### src/rtl/opb_regbank_pkg.sv
// Shared definitions for the OPB register bank: slave states, CTRL bits,
// and helpers translating OPB big-endian bit/lane numbering to internal order.
package opb_regbank_pkg;

    localparam logic [1:0] ST_IDLE = 2'd0;
    localparam logic [1:0] ST_ACK  = 2'd1;
    localparam logic [1:0] ST_WAIT = 2'd2;

    localparam int CTRL_COMMIT_BIT = 0;

    function automatic int opb_bit(input int k);
        return 31 - k;
    endfunction

    function automatic int opb_lane(input int j);
        return 3 - j;
    endfunction

    // be[b] guards internal byte b (bits 8*b+7 .. 8*b)
    function automatic logic [31:0] be_merge(
        input logic [31:0] old,
        input logic [31:0] d,
        input logic [3:0]  be
    );
        logic [31:0] r;
        r = old;
        for (int b = 0; b < 4; b++) begin
            if (be[b]) r[8*b +: 8] = d[8*b +: 8];
        end
        return r;
    endfunction

endpackage

### src/rtl/opb_slave_ack.sv
// OPB address decode and IDLE/ACK/WAIT handshake; emits a one-cycle
// hit strobe with word index so each transfer is acked exactly once.
module opb_slave_ack
    import opb_regbank_pkg::*;
#(
    parameter logic [31:0] C_BASEADDR   = 32'h01060D00,
    parameter logic [31:0] C_HIGHADDR   = 32'h01060DFF,
    parameter int          C_OPB_AWIDTH = 32
) (
    input  logic                    clk,
    input  logic                    rst_n,
    input  logic                    select,
    input  logic                    rnw,
    input  logic [C_OPB_AWIDTH-1:0] addr,
    output logic                    strobe,
    output logic [C_OPB_AWIDTH-3:0] idx,
    output logic                    is_read,
    output logic                    ack
);

    localparam int AW = C_OPB_AWIDTH;

    logic [1:0]    state;
    logic [1:0]    nxt;
    logic          hit;
    logic [AW-1:0] offset;
    logic [1:0]    unused_lsb;

    assign hit = select
              && (addr >= AW'(C_BASEADDR))
              && (addr <= AW'(C_HIGHADDR));

    assign offset     = addr - AW'(C_BASEADDR);
    assign idx        = offset[AW-1:2];
    assign unused_lsb = offset[1:0];
    assign is_read    = rnw;
    assign strobe     = (state == ST_IDLE) && hit;
    assign ack        = (state == ST_ACK);

    always_comb begin
        nxt = state;
        unique case (state)
            ST_IDLE: if (hit) nxt = ST_ACK;
            ST_ACK:  nxt = ST_WAIT;
            ST_WAIT: if (!select) nxt = ST_IDLE;
            default: nxt = ST_IDLE;
        endcase
    end

    always_ff @(posedge clk or negedge rst_n) begin
        if (!rst_n) state <= ST_IDLE;
        else        state <= nxt;
    end

endmodule

### src/rtl/opb_register_bank_ppc2simulink.sv
// Bank of 32-bit software registers on OPB with byte-enable writes and update strobes.
// Define OPB_REGBANK_SHADOW_EN for shadow registers with atomic CTRL commit.
module opb_register_bank_ppc2simulink
    import opb_regbank_pkg::*;
#(
    parameter logic [31:0] C_BASEADDR   = 32'h01060D00,
    parameter logic [31:0] C_HIGHADDR   = 32'h01060DFF,
    parameter int          C_NUM_REGS   = 8,
    parameter int          C_OPB_AWIDTH = 32,
    parameter int          C_OPB_DWIDTH = 32,
    parameter string       C_FAMILY     = "virtex5"
) (
    input  logic                      OPB_Clk,
    input  logic                      OPB_Rst_n,
    input  logic [0:C_OPB_AWIDTH-1]   OPB_ABus,
    input  logic [0:3]                OPB_BE,
    input  logic [0:C_OPB_DWIDTH-1]   OPB_DBus,
    input  logic                      OPB_RNW,
    input  logic                      OPB_select,
    input  logic                      OPB_seqAddr,
    output logic [0:C_OPB_DWIDTH-1]   Sl_DBus,
    output logic                      Sl_xferAck,
    output logic                      Sl_errAck,
    output logic                      Sl_retry,
    output logic                      Sl_toutSup,
    output logic [32*C_NUM_REGS-1:0]  user_data_out,
    output logic [C_NUM_REGS-1:0]     user_data_valid
);

    localparam int    IW            = C_OPB_AWIDTH - 2;
    localparam string unused_family = C_FAMILY;

    logic                     unused_seq;
    logic                     strobe;
    logic                     is_read;
    logic [IW-1:0]            idx;
    logic [31:0]              wdata;
    logic [3:0]               be;
    logic [31:0]              rd_mux;
    logic [31:0]              rd_q;
    logic [31:0]              ctrl_rd;
    logic [C_NUM_REGS-1:0]    wr_hit;
    logic [32*C_NUM_REGS-1:0] store;

    assign unused_seq = OPB_seqAddr;
    assign Sl_errAck  = 1'b0;
    assign Sl_retry   = 1'b0;
    assign Sl_toutSup = 1'b0;

    opb_slave_ack #(
        .C_BASEADDR   (C_BASEADDR),
        .C_HIGHADDR   (C_HIGHADDR),
        .C_OPB_AWIDTH (C_OPB_AWIDTH)
    ) u_ack (
        .clk     (OPB_Clk),
        .rst_n   (OPB_Rst_n),
        .select  (OPB_select),
        .rnw     (OPB_RNW),
        .addr    (OPB_ABus),
        .strobe  (strobe),
        .idx     (idx),
        .is_read (is_read),
        .ack     (Sl_xferAck)
    );

    always_comb begin
        wdata   = '0;
        be      = '0;
        Sl_DBus = '0;
        for (int k = 0; k < 32; k++) begin
            wdata[opb_bit(k)] = OPB_DBus[k];
            Sl_DBus[k]        = rd_q[opb_bit(k)];
        end
        for (int j = 0; j < 4; j++) be[opb_lane(j)] = OPB_BE[j];
    end

    always_comb begin
        wr_hit = '0;
        for (int i = 0; i < C_NUM_REGS; i++) begin
            wr_hit[i] = strobe && !is_read && (idx == IW'(i));
        end
    end

`ifdef OPB_REGBANK_SHADOW_EN
    logic [32*C_NUM_REGS-1:0] shadow;
    logic [C_NUM_REGS-1:0]    pending;
    logic                     commit;

    assign commit = strobe && !is_read
                 && (idx == IW'(C_NUM_REGS))
                 && be[CTRL_COMMIT_BIT/8]
                 && wdata[CTRL_COMMIT_BIT];
    assign store   = shadow;
    assign ctrl_rd = 32'(pending);

    always_ff @(posedge OPB_Clk or negedge OPB_Rst_n) begin
        if (!OPB_Rst_n) begin
            shadow          <= '0;
            pending         <= '0;
            user_data_out   <= '0;
            user_data_valid <= '0;
        end else begin
            user_data_valid <= '0;
            for (int i = 0; i < C_NUM_REGS; i++) begin
                if (wr_hit[i]) begin
                    shadow[32*i +: 32] <= be_merge(shadow[32*i +: 32], wdata, be);
                    pending[i]         <= 1'b1;
                end
            end
            // All slices move on one edge so multi-word settings stay coherent
            if (commit) begin
                user_data_out   <= shadow;
                user_data_valid <= pending;
                pending         <= '0;
            end
        end
    end
`else
    assign store   = user_data_out;
    assign ctrl_rd = '0;

    always_ff @(posedge OPB_Clk or negedge OPB_Rst_n) begin
        if (!OPB_Rst_n) begin
            user_data_out   <= '0;
            user_data_valid <= '0;
        end else begin
            user_data_valid <= wr_hit;
            for (int i = 0; i < C_NUM_REGS; i++) begin
                if (wr_hit[i]) begin
                    user_data_out[32*i +: 32] <=
                        be_merge(user_data_out[32*i +: 32], wdata, be);
                end
            end
        end
    end
`endif

    always_comb begin
        rd_mux = '0;
        for (int i = 0; i < C_NUM_REGS; i++) begin
            if (idx == IW'(i)) rd_mux = store[32*i +: 32];
        end
        if (idx == IW'(C_NUM_REGS)) rd_mux = ctrl_rd;
    end

    // Read data lives only in the ack cycle; the bus sees zero otherwise
    always_ff @(posedge OPB_Clk or negedge OPB_Rst_n) begin
        if (!OPB_Rst_n)               rd_q <= '0;
        else if (strobe && is_read)   rd_q <= rd_mux;
        else                          rd_q <= '0;
    end

endmodule
### config.mk
export PLATFORM = sky130hd
export DESIGN_NAME = opb_register_bank_ppc2simulink
export DESIGN_NICKNAME = d
export VERILOG_FILES = /design/src/rtl/opb_regbank_pkg.sv /design/src/rtl/opb_slave_ack.sv /design/src/rtl/opb_register_bank_ppc2simulink.sv
export SDC_FILE = /design/constraint.sdc
export NUM_CORES = 1
export LEC_CHECK = 0
export BUFFER_PORTS_ARGS = -buffer_cell sky130_fd_sc_hd__clkbuf_2
export CAP_MARGIN = 20
export CORE_MARGIN = 1
export CORE_UTILIZATION = 47
export CTS_CLUSTER_SIZE = 8
export DETAILED_ROUTE_END_ITERATION = 8
export GPL_TIMING_DRIVEN = 0
export PLACE_DENSITY = 0.8
export SLEW_MARGIN = 25
export SYNTH_ARGS = -nofsm -noshare
export SYNTH_HDL_FRONTEND = slang
export SYNTH_HIERARCHICAL = 1
export SYNTH_SLANG_ARGS = --single-unit
### constraint.sdc
create_clock -name OPB_Clk -period 3.7 [get_ports OPB_Clk]
set_clock_uncertainty 0.05 [all_clocks]
set_input_delay 0.185 -clock OPB_Clk [delete_from_list [all_inputs] [get_ports OPB_Clk]]
set_output_delay 0.185 -clock OPB_Clk [all_outputs]
set_load 0.005 [all_outputs]
==> summary.md <==
| Metric | Value |
|---|---|
| Layout cell share with drive strength beyond 1 | 0.4918 |
| Vias per cell | 5.986 |
| First-pass DRT Iterations | 5 |
| CTS tree | built |
| Post-DRT Antenna Nets | 0 |
| GRT Total Usage | 0.3160 |
| Detailed placer's ending HPWL | 35030 um |
| Die X-Extent | 178.4 um |
| Initial antenna violation count | 0 |
| Seq/Total Area, Yosys | 0.5096 |
| Final core occ | 0.6288 |
| WHS | 0.03482 ns |
| Pin count of the biggest net entering global routing | 82 |
| Top post-synthesis cells by area | dfrtp_1, mux2_2, mux2i_1 |
| Core Area | 0.03059 mm^2 |
| IO Port Bufs | 365 |
| Power Total | 7351 uW |
| Status | completed |
| Gp weighted congestion | 0.8866 |
| FP Rows | 64 |
| Synth unique cells | 57 |
| Yosys warnings | 6 |
| Final Hold Fails | 0 |
| Grt ovf | 0 |
| Slew @ Worst Pin | 0.9659 ns |
| Sequential power share | 0.444 |
| Final slew viol count | 0 |
| Data required, critical path | 4.06 ns |
| Routed WL | 50370 um |
| Post-synth EDFFs | 0 |
| Final Cycle Share | 0.9363 |
| Pre-CTS WS | -0.8764 ns |
| Starting Density | 0.4784 |
| Final setup vio count | 0 |
| Top-count cell post-synth | dfrtp_1 |
| Die area | 0.03184 mm^2 |
| Worst hold path type | input pin to flip-flop |
| Clk slew on worst S/H paths | 0.05 ns |
| Critical Setup Path Class | input pin to flip-flop |
| Lkg Pwr | 0.01012 uW |
| Cell Pwr Density | 382.2 mW/mm^2 |
| Max-slew headroom | 0.3561 |
| CTS H-tree lvls | 2 |
| Yosys reg bits | 298 |
| Max-cap violation count | 0 |
| Synth Area per Inst | 12.66 um^2 |
| Psw | 1704 uW |
| DRT iter0 DRCs | 819 |
| Post-synth top area share | 0.5096 |
| Highest clock rate | 0.2886 GHz |
| Maximum fanout along the worst path | 10 |
| Commonest cells post-synth | dfrtp_1, mux2_2, o21ai_0 |
| Die height | 178.4 um |
| Cell count after synthesis | 1156 |
| Clock Latency Late Sink | 0.53 ns |
| CP Launch Type | input pin |
| Design area | 0.01924 mm^2 |
| Tmin final | 3.464 ns |
| Async SR Flop Fraction | 1.000 |
| DP Area | 0.01709 mm^2 |
| Comb pwr share | 0.072 |
| CP arrival | 3.82 ns |
| Pint | 5647 uW |
| Vias in the first global route | 12430 |
| Switching part of the total | 0.2319 |
| I/O pin cnt | 373 |
| Max VDD drop | 0.3617 mV |
| Synth Flop Type | dfrtp_1 |
| Final WS setup | 0.2356 ns |
| Power share of the clock group | 0.483 |
| CTS buffer count | 43 |
| Longest Clk Path Bufs | 3 |
| Wirelength per Cell | 24.74 um |
| Mapped cell area | 0.01463 mm^2 |
| Final net count | 1710 |
| Clock Sinks | 298 |
| CP endpoint kind | flip-flop |
| Via count | 12190 |
| P&R area growth vs syn | 31.46% |
| RSZ-0062 raised after global routing | false |
| Clock root buffer | clkbuf_16 |
| Synth area leader | dfrtp_1 |
| First-pass GRT wire length | 74640 um |
| DRC violations left | 0 |
[through the flow]
stage | TNS [ns] | cells
finish | 0 | 2036
global route | 0 | 2035
CTS | 0 | 2029
detailed placement | -161.77 | 1923
global placement | -1283.63 | 1919
floorplan | 0 | 1158
[placed cells by master, fill, tap and decap left out, types with 24 or more instances in the layout]
cell	instances
nand3_1	25
clkbuf_16	45
a211oi_1	33
nor2_1	44
buf_12	24
o21a_1	30
mux2_2	288
clkbuf_2	367
o21ai_0	68
mux2i_1	35
dlygate4sd3_1	35
clkbuf_1	49
dfrtp_1	298
a221o_1	32
nand2_1	50
a221oi_1	31
[final cells by class]
| type | count | area (um^2) |
|---|---|---|
| inverter | 6 | 22.52 |
| multi-input combinational | 771 | 6854 |
| clock buffer | 47 | 1134 |
| fill | 2350 | 11350 |
| antenna | 1 | 2.502 |
| tap | 396 | 495.5 |
| buffer | 83 | 414.1 |
| clock inverter | 2 | 50.05 |
| sequential | 298 | 7457 |
| timing repair buffer | 432 | 2806 |
[repair_timing]
item,CTS,global route
gates resized for setup,16,3
setup buffers,22,6
pin swaps,22,6
gates cloned,0,0
endpoints found under the hold margin,450,0
endpoints found under the setup margin,195,149
hold buffers,35,0
[metal layers]
layer | routed length, um | vias to the layer above | global-route usage
li1 | - | 5289 | -
met1 | 20170 | 6154 | 0.3971
met2 | 23500 | 604 | 0.5061
met3 | 4376 | 140 | 0.08483
met4 | 2324 | 0 | 0.1476
met5 | 0 | - | 0
[worst max-delay path: stages]
cell and delay (ns):
clkbuf_2 0.13, or4_4 0.56, o311a_1 0.31, buf_6 0.15, mux2i_1 0.13, a311o_2 0.36
nor4_1 0.30, nand4_1 0.21, buf_4 0.27, clkbuf_4 0.29, nor4_4 0.33, buf_4 0.24
mux2_2 0.35
[kinds of logic (layout without fill, tap and decap cells)]
| family | Yosys count | in the layout | synth area share |
|---|---|---|---|
| buffers and inverters | 89 | 570 | 0.02933 |
| XOR/XNOR | 16 | 16 | 0.009577 |
| AO/OA/AOI/OAI | 214 | 214 | 0.1070 |
| multiplexers | 323 | 323 | 0.2456 |
| adder cells (fa/ha/maj) | 2 | 2 | 0.001710 |
| other | 1 | 4 | 0.0002563 |
| AND/OR/NAND/NOR | 213 | 213 | 0.09697 |
| flip-flops | 298 | 298 | 0.5096 |
[final timing paths]
kind | startpoint | endpoint | slack (ns) | cells after the start
min in group asynchronous | OPB_Rst_n | u_ack/state[0]$_DFFE_PN0P_ | 0.10 | 2
hold reg to reg | user_data_out[252]$_DFFE_PN0P_ | user_data_out[252]$_DFFE_PN0P_ | 0.48 | 1
setup / recovery | OPB_ABus[18] | user_data_out[13]$_DFFE_PN0P_ | 0.24 | 13
setup reg to reg | u_ack/state[0]$_DFFE_PN0P_ | user_data_out[120]$_DFFE_PN0P_ | 0.28 | 8
max in group asynchronous | OPB_Rst_n | user_data_out[241]$_DFFE_PN0P_ | 2.47 | 4
hold / removal | OPB_ABus[2] | u_ack/state[0]$_DFFE_PN0P_ | 0.03 | 4
[registers in the layout, summed over array words and instances, names as in the netlist]
| signal | cells |
|---|---|
| u_ack/state | 2 |
| user_data_valid | 8 |
| Sl_DBus | 32 |
| user_data_out | 256 |
[power groups by stage]
stage	Combinational, uW	Sequential (uW)	Clock (uW)
final	530	3270	3550
after global routing	577	3260	3730
after CTS	526	3270	3610
after detailed placement	493	3320	0
after global placement	464	3320	0
after floorplan	227	3320	0
(Power assumes the default switching activity.)
